### src/rtl/id_issue_hazard_scheduler_if.sv
// Issue-side bundle between the decoder and the hazard scheduler.
// The decoder drives the instruction fields; the scheduler answers with stall info.
interface id_issue_hazard_scheduler_if #(
  parameter int RF_ADDR_W = 5,
  parameter int CNT_W     = 16,
  parameter int PIPE_W    = 2
);
  logic                 issue_valid_i;
  logic [PIPE_W-1:0]    pipe_type_i;
  logic                 wr_en_i;
  logic [RF_ADDR_W-1:0] wr_sel_i;
  logic                 rd_a_en_i;
  logic [RF_ADDR_W-1:0] rd_a_sel_i;
  logic                 rd_b_en_i;
  logic [RF_ADDR_W-1:0] rd_b_sel_i;
  logic                 mac_use_i;
  logic                 stall_o;
  logic [2:0]           stall_cause_o;
  logic [CNT_W-1:0]     stall_cnt_o;

  modport master (
    output issue_valid_i, pipe_type_i, wr_en_i, wr_sel_i,
           rd_a_en_i, rd_a_sel_i, rd_b_en_i, rd_b_sel_i, mac_use_i,
    input  stall_o, stall_cause_o, stall_cnt_o
  );

  modport slave (
    input  issue_valid_i, pipe_type_i, wr_en_i, wr_sel_i,
           rd_a_en_i, rd_a_sel_i, rd_b_en_i, rd_b_sel_i, mac_use_i,
    output stall_o, stall_cause_o, stall_cnt_o
  );
endinterface

### src/rtl/id_issue_hazard_scheduler.sv
// Issue-stage interlock: reserves future RF write cycles and CONV MAC cycles,
// and stalls issue on write-port, RAW and MAC conflicts.
module id_issue_hazard_scheduler #(
  parameter int                RF_ADDR_W = 5,
  parameter int                CNT_W     = 16,
  parameter int                FWD_EN    = 1,
  parameter int                PIPE_W    = 2,
  parameter logic [PIPE_W-1:0] E2_PIPE   = PIPE_W'(1),
  parameter logic [PIPE_W-1:0] CONV_PIPE = PIPE_W'(2)
) (
  input logic                        clk_i,
  input logic                        reset_i,
  id_issue_hazard_scheduler_if.slave bus
);

  typedef struct packed {
    logic                 v;
    logic [RF_ADDR_W-1:0] sel;
    logic                 e2;
  } wslot_t;

  // wslot_q[k]: RF write landing k cycles from now; slot 0 is the write landing
  // this cycle, which the RF read in ID cannot see yet, so it still blocks.
  wslot_t [3:0]     wslot_q, wslot_d;
  // mbusy_q[k]: MAC taken by a CONV op k cycles from now.
  logic   [2:1]     mbusy_q, mbusy_d;
  logic [CNT_W-1:0] stall_cnt_q, stall_cnt_d;

  logic is_e2, is_conv;
  logic cause_wb, cause_raw, cause_mac;
  logic stall, accept;

  always_comb begin
    // NOTE: every combinational output gets a default first, so no path leaves
    // a variable unassigned and no latch is inferred.
    is_e2     = (bus.pipe_type_i == E2_PIPE);
    is_conv   = (bus.pipe_type_i == CONV_PIPE);
    cause_raw = 1'b0;

    for (int k = 0; k < 4; k++) begin
      if (wslot_q[k].v && (wslot_q[k].e2 || (FWD_EN == 0))) begin
        cause_raw = cause_raw
                  | (bus.rd_a_en_i && (wslot_q[k].sel == bus.rd_a_sel_i))
                  | (bus.rd_b_en_i && (wslot_q[k].sel == bus.rd_b_sel_i));
      end
    end

    cause_raw = cause_raw & bus.issue_valid_i & !reset_i;
    cause_wb  = bus.issue_valid_i & bus.wr_en_i & !is_e2 & wslot_q[3].v & !reset_i;
    cause_mac = bus.issue_valid_i & bus.mac_use_i & !is_conv & mbusy_q[1] & !reset_i;

    stall  = reset_i | cause_wb | cause_raw | cause_mac;
    accept = bus.issue_valid_i & !stall;

    wslot_d[2:0] = wslot_q[3:1];
    wslot_d[3]   = '0;
    if (accept && bus.wr_en_i) begin
      if (is_e2) wslot_d[3] = '{v: 1'b1, sel: bus.wr_sel_i, e2: 1'b1};
      else       wslot_d[2] = '{v: 1'b1, sel: bus.wr_sel_i, e2: 1'b0};
    end

    mbusy_d[1] = mbusy_q[2];
    mbusy_d[2] = accept & bus.mac_use_i & is_conv;

    stall_cnt_d = (stall && (stall_cnt_q != '1)) ? stall_cnt_q + 1'b1 : stall_cnt_q;
  end

  always_ff @(posedge clk_i or posedge reset_i) begin
    if (reset_i) begin
      // NOTE: the reservation tables are reset, not left to settle: a stale
      // entry after reset would stall fresh issues on phantom hazards.
      wslot_q     <= '0;
      mbusy_q     <= '0;
      stall_cnt_q <= '0;
    end else begin
      // NOTE: non-blocking assignments keep every flop sampling pre-edge values.
      wslot_q     <= wslot_d;
      mbusy_q     <= mbusy_d;
      stall_cnt_q <= stall_cnt_d;
    end
  end

  assign bus.stall_o       = stall;
  assign bus.stall_cause_o = {cause_mac, cause_raw, cause_wb};
  assign bus.stall_cnt_o   = stall_cnt_q;

endmodule

### src/flat_wrapper.sv
// flat-port wrapper written by rule: the top's interface ports become plain ports
module id_issue_hazard_scheduler_flat 
#(
  parameter int                RF_ADDR_W = 5,
  parameter int                CNT_W     = 16,
  parameter int                FWD_EN    = 1,
  parameter int                PIPE_W    = 2,
  parameter logic [PIPE_W-1:0] E2_PIPE   = PIPE_W'(1),
  parameter logic [PIPE_W-1:0] CONV_PIPE = PIPE_W'(2)
)
  (clk_i, reset_i, bus_issue_valid_i, bus_pipe_type_i, bus_wr_en_i, bus_wr_sel_i, bus_rd_a_en_i, bus_rd_a_sel_i, bus_rd_b_en_i, bus_rd_b_sel_i, bus_mac_use_i, bus_stall_o, bus_stall_cause_o, bus_stall_cnt_o);
  id_issue_hazard_scheduler_if #(.RF_ADDR_W(RF_ADDR_W), .CNT_W(CNT_W), .PIPE_W(PIPE_W)) bus_i ();
  input logic clk_i;
  input logic reset_i;
  input wire logic [$bits(bus_i.issue_valid_i)-1:0] bus_issue_valid_i;
  input wire logic [$bits(bus_i.pipe_type_i)-1:0] bus_pipe_type_i;
  input wire logic [$bits(bus_i.wr_en_i)-1:0] bus_wr_en_i;
  input wire logic [$bits(bus_i.wr_sel_i)-1:0] bus_wr_sel_i;
  input wire logic [$bits(bus_i.rd_a_en_i)-1:0] bus_rd_a_en_i;
  input wire logic [$bits(bus_i.rd_a_sel_i)-1:0] bus_rd_a_sel_i;
  input wire logic [$bits(bus_i.rd_b_en_i)-1:0] bus_rd_b_en_i;
  input wire logic [$bits(bus_i.rd_b_sel_i)-1:0] bus_rd_b_sel_i;
  input wire logic [$bits(bus_i.mac_use_i)-1:0] bus_mac_use_i;
  output wire logic [$bits(bus_i.stall_o)-1:0] bus_stall_o;
  output wire logic [$bits(bus_i.stall_cause_o)-1:0] bus_stall_cause_o;
  output wire logic [$bits(bus_i.stall_cnt_o)-1:0] bus_stall_cnt_o;
  assign bus_i.issue_valid_i = bus_issue_valid_i;
  assign bus_i.pipe_type_i = bus_pipe_type_i;
  assign bus_i.wr_en_i = bus_wr_en_i;
  assign bus_i.wr_sel_i = bus_wr_sel_i;
  assign bus_i.rd_a_en_i = bus_rd_a_en_i;
  assign bus_i.rd_a_sel_i = bus_rd_a_sel_i;
  assign bus_i.rd_b_en_i = bus_rd_b_en_i;
  assign bus_i.rd_b_sel_i = bus_rd_b_sel_i;
  assign bus_i.mac_use_i = bus_mac_use_i;
  assign bus_stall_o = bus_i.stall_o;
  assign bus_stall_cause_o = bus_i.stall_cause_o;
  assign bus_stall_cnt_o = bus_i.stall_cnt_o;
  id_issue_hazard_scheduler #(.RF_ADDR_W(RF_ADDR_W), .CNT_W(CNT_W), .FWD_EN(FWD_EN), .PIPE_W(PIPE_W), .E2_PIPE(E2_PIPE), .CONV_PIPE(CONV_PIPE)) u_core (.clk_i(clk_i), .reset_i(reset_i), .bus(bus_i));
endmodule
### config.mk
export PLATFORM = sky130hd
export DESIGN_NAME = id_issue_hazard_scheduler_flat
export DESIGN_NICKNAME = d
export VERILOG_FILES = /design/src/rtl/id_issue_hazard_scheduler_if.sv /design/src/rtl/id_issue_hazard_scheduler.sv /design/src/flat_wrapper.sv
export SDC_FILE = /design/constraint.sdc
export NUM_CORES = 1
export LEC_CHECK = 0
export BUFFER_PORTS_ARGS = -buffer_cell sky130_fd_sc_hd__buf_2
export CAP_MARGIN = 10
export CORE_ASPECT_RATIO = 1.75
export CORE_MARGIN = 10
export CORE_UTILIZATION = 59
export CTS_CLUSTER_SIZE = 28
export DETAILED_ROUTE_END_ITERATION = 16
export HOLD_SLACK_MARGIN = 0.15
export PLACE_DENSITY = 0.91
export SLEW_MARGIN = 40
export SYNTH_ARGS = -nofsm -noshare
export SYNTH_HDL_FRONTEND = slang
export SYNTH_SLANG_ARGS = --single-unit
### constraint.sdc
create_clock -name clk_i -period 5.95 [get_ports clk_i]
set_input_delay 1.19 -clock clk_i [delete_from_list [all_inputs] [get_ports clk_i]]
set_output_delay 1.19 -clock clk_i [all_outputs]
set_load 0.03 [all_outputs]
* Word level (Yosys, flattened, before mapping)
Index checks and enable logic that the tools add are counted.
Storage, ports and cells: bits in registers 46, bits of input ports 24, output and inout port bits 20
Operators by class: add/subtract/negate cells 1, eq/ne operators 11, multiplexer cells 7, bitwise gates (word level) 23, reductions and logical operators 18
Operator list (number):
- $eq A5 B5 Y1 | 8
- $add A16 B1 Y16 const B | 1
- $ne A16 B16 Y1 const B | 1
- $logic_and A1 B1 Y1 | 14
- $mux W14 | 1
- $mux W7 | 2
- $and A1 B1 Y1 | 13
- $or A1 B1 Y1 | 10
- $logic_not A1 Y1 | 4
- $mux W1 | 4
- $eq A2 B1 Y1 const B | 1
- $eq A2 B2 Y1 const B | 1

* Longest topological paths before layout
depth after elaboration 21, depth in mapped cells 8

* Least setup slack after synthesis
Ideal clock, no wire load.
path kind input to output, from in reset_i, to out bus_stall_cause_o[1], data arrival time 2.686 ns, path slack 2.074 ns, cell stages on the path 3, path buffers 1, cells stage by stage inv_1 -> and3_1 -> buf_4
On the way: cells in the longest elaborated chain, start to end 2
Ends and longest elaborated chain:
- from (decl) | line flat_wrapper.sv:14 | input logic reset_i;
- $logic_not A1 Y1 | line id_issue_hazard_scheduler.sv:48 | cause_raw = cause_raw & bus.issue_valid_i & !reset_i;
- $and A1 B1 Y1 | line id_issue_hazard_scheduler.sv:48
- to (decl) | line flat_wrapper.sv:25 | output wire logic [$bits(bus_i.stall_cause_o)-1:0] bus_stall_cause_o;
Every way passes these cells.

* Worst setup path in the final report
from in bus_rd_a_sel_i[2], to out bus_stall_o
On the way: cells in the longest elaborated chain, start to end 17, elaborated cells on any way between the ends 23, classes of those cells 4 x eq/ne; 4 x mux; 11 x bitwise; 4 x reduce/logical
Ends and longest elaborated chain:
- from (decl) | line flat_wrapper.sv:20 | input wire logic [$bits(bus_i.rd_a_sel_i)-1:0] bus_rd_a_sel_i;
- $eq A5 B5 Y1 | line id_issue_hazard_scheduler.sv:43 | | (bus.rd_a_en_i && (wslot_q[k].sel == bus.rd_a_sel_i))
- $logic_and A1 B1 Y1 | line id_issue_hazard_scheduler.sv:43
- $or A1 B1 Y1 | line id_issue_hazard_scheduler.sv:44 | | (bus.rd_b_en_i && (wslot_q[k].sel == bus.rd_b_sel_i));
- $mux W1 | line id_issue_hazard_scheduler.sv:41 | if (wslot_q[k].v && (wslot_q[k].e2 || (FWD_EN == 0))) begin
- $or A1 B1 Y1 | line id_issue_hazard_scheduler.sv:43
- $or A1 B1 Y1 | line id_issue_hazard_scheduler.sv:44
- $mux W1 | line id_issue_hazard_scheduler.sv:41
- $or A1 B1 Y1 | line id_issue_hazard_scheduler.sv:43
- $or A1 B1 Y1 | line id_issue_hazard_scheduler.sv:44
- $mux W1 | line id_issue_hazard_scheduler.sv:41
- $or A1 B1 Y1 | line id_issue_hazard_scheduler.sv:43
- $or A1 B1 Y1 | line id_issue_hazard_scheduler.sv:44
- $mux W1 (*) | line id_issue_hazard_scheduler.sv:41
- $and A1 B1 Y1 (*) (2 in a row) | line id_issue_hazard_scheduler.sv:48
- $or A1 B1 Y1 (*) (2 in a row) | line id_issue_hazard_scheduler.sv:52 | stall = reset_i | cause_wb | cause_raw | cause_mac;
- to (decl) | line flat_wrapper.sv:24 | output wire logic [$bits(bus_i.stall_o)-1:0] bus_stall_o;
Every way passes the cells marked *; elsewhere a longest branch is shown, timed or not.

==> metrics <==
H-tree levels=2; Initial Util=61.1%; Port Buffers=43; Post-Syn Nets=235; Async S/R FF share, synth=100%; fill count=308; sequential fraction of the synthesis area=47.6%; Setup TNS Final=0 ns; final HPWL from detailed placement=4.09 mm; unrepaired setup endpoints after global routing=no; Routed Wire Length=5.36 mm; final hold slack=0.370 ns; crit path DAT=2.77 ns; most common flop cell mapped by yosys=dfrtp_1; Area after DPL=0.00255 mm²; Die Area=0.00704 mm²; Root Driver=clkbuf_8; Tot GR Track Use=16.1%; Longest Clk Path Bufs=2; final count of negative-setup-slack endpoints=0; Ports=44; Int Pwr=531 µW; Final Non-Filler Cells=290; CP dominant cell by count=buf_2; Switching Fraction=30.8%; final worst path period share=66.6%; die width=67.8 µm; Buf/Inv on CP=2; Post-synth EDFFs=0; sw power=236 µW; crit path max fanout=16; critical path class=input pin to primary output; Leak=1.14 nW; pre-CTS WS=2.03 ns; Slew Viols, Final=0; worst relative slew slack=58.8%; area of the core=0.00387 mm²; CTS tree=yes; R2R setup slack=3.64 ns; Skew-Pair Late Insertion Delay=0.29 ns; fraction of layout cells with a size suffix above 1=26.9%; f_max=252 MHz; Yosys reg bits=45; pwr dens=288 mW/mm²; worst slew pin tran=0.618 ns; antenna cell count=0; Sink Count=45; Layout area overhead=12.9%; setup bufs post-CTS=0; fin worst setup slack=1.99 ns; shortest period the worst path allows=3.96 ns; multi-input combinational cell area=0.00113 mm²; die span in y=104 µm; Avg WL per Cell=18.5 µm; slowest stage delay, CP=0.41 ns; delay-heaviest family, CP=compound AO/OA/AOI/OAI gates; Num CTS Buffers=5; register area=0.00113 mm²; post-route ant nets=0; warnings from Yosys=0; number of max-cap violations=0; global route overflow=0; CTS Hold Buffers Added=0; synthesized area=0.00236 mm²; crit path cell chain=buf_2, xnor2_1, nand4_1, o22a_1, nand4_2, a31o_2, buf_2; initial antenna violation count=0; post-CTS sizing=0; Mapped Cells=210; clk_skew=0.00283 ns; Final Hold Vio Count=0; status=complete, no violations; Peak VDD IR=0.373 mV; drt first pass iters=4; vias per cell=6.04; pin count of the biggest net entering global routing=51; Cell variety after synth=39; combinational share of power=22.1%; clock slew at reported path FFs=0.08 ns; Clock power frac=31.0%; most frequent cells in the layout=xnor2_1 (53), dfrtp_1 (45), buf_2 (43); Flop pwr share=46.9%; CP Capture Type=primary output; Mean Syn Cell Area=11.3 µm²; slowest library cell on the worst path=a31o_2; CP startpoint kind=input pin; Remaining DRCs=0; global-route wire length before repair=8.81 mm; Hold Path Class=flip-flop to flip-flop; Initial DRC Count=57; commonest non-fill, non-tap cell in the layout=xnor2_1; fin area=0.00267 mm²; NumNets Final=266; Rows=30; Placer Congestion=0.886; routed vias=1753; dpl cells=282; CP Data Required Time=4.76 ns; number of global-route vias before repair=1938
## metal layers
layer	up-vias	routed length [µm]	GRT usage (%)
li1	798	-	-
met4	0	238	8.24
met5	-	0	0
met1	858	1850	16.0
met3	20	316	4.75
met2	77	2950	28.1
## cell usage after synthesis, drive strengths merged, types with 4 or more instances
| cell type | n | area share [%] |
|---|---|---|
| buf | 7 | 1.9 |
| dfrtp | 45 | 48 |
| mux2 | 6 | 2.9 |
| nand2 | 4 | 0.74 |
| nand4 | 17 | 4.8 |
| o2111ai | 5 | 1.9 |
| and2 | 11 | 2.9 |
| clkbuf | 12 | 1.9 |
| o21ai | 4 | 0.85 |
| o22a | 5 | 1.9 |
| inv | 4 | 0.64 |
| xnor2 | 53 | 20 |
| nand3 | 8 | 1.7 |
## power groups by stage
stage          combinational, mW  clock (mW)  sequential (mW)
3_3_place_gp               0.166           0            0.365
2_1_floorplan             0.0816           0            0.404
6_report                   0.169       0.238            0.360
4_1_cts                    0.172       0.242            0.360
5_1_grt                    0.186       0.255            0.364
3_5_place_dp               0.171           0            0.365
## flip-flops by register name (all words and copies together) (netlist names)
signal / cells
u_core.bus.stall_cnt_o: 16
u_core.wslot_q: 13
u_core.wslot_d: 14
u_core.mbusy_q: 2
## stage by stage
stage / utilization, % / power (mW)
finish: 69.0 / 0.767
global route: 69.0 / 0.805
CTS: 69.0 / 0.774
detailed placement: 66.0 / 0.536
global placement: 65.9 / 0.531
floorplan: - / 0.486
## worst register-to-register path, delay by kind of cell, from the launching register on
family | cells | cell delay (ns)
AND/OR/NAND/NOR | 3 | 1.14
AO/OA/AOI/OAI | 1 | 0.25
flip-flops | 1 | 0.43
multiplexers | 1 | 0.37
## kinds of logic after synthesis
family,share of synthesized area [%]
XOR/XNOR,20.0
AO/OA/AOI/OAI,9.32
AND/OR/NAND/NOR,15.2
multiplexers,2.86
adder cells (fa/ha/maj),0.529
buffers and inverters,4.45
flip-flops,47.6
## cell type report
cell class / count / share of cell area, %
clock buffer: 7 / 3.24
clock inverter: 1 / 1.13
inverter: 4 / 0.657
multi-input combinational: 142 / 42.4
sequential: 45 / 42.2
tap: 48 / 2.25
timing repair buffer: 43 / 8.07
## path summary, 6_finish.rpt
path                       cells after the start                            to                    startpoint
setup / recovery                               7                   bus_stall_o             bus_rd_a_sel_i[2]
hold / removal                                 0   u_core.mbusy_q[1]$_DFF_PP0_   u_core.mbusy_q[2]$_DFF_PP0_
setup reg to reg                               5  u_core.wslot_d[10]$_DFF_PP0_  u_core.wslot_q[21]$_DFF_PP0_
hold reg to reg                                0   u_core.mbusy_q[1]$_DFF_PP0_   u_core.mbusy_q[2]$_DFF_PP0_
max in group asynchronous                      2   u_core.wslot_d[2]$_DFF_PP0_                       reset_i
min in group asynchronous                      2   u_core.mbusy_q[2]$_DFF_PP0_                       reset_i
(Power assumes the default switching activity.)
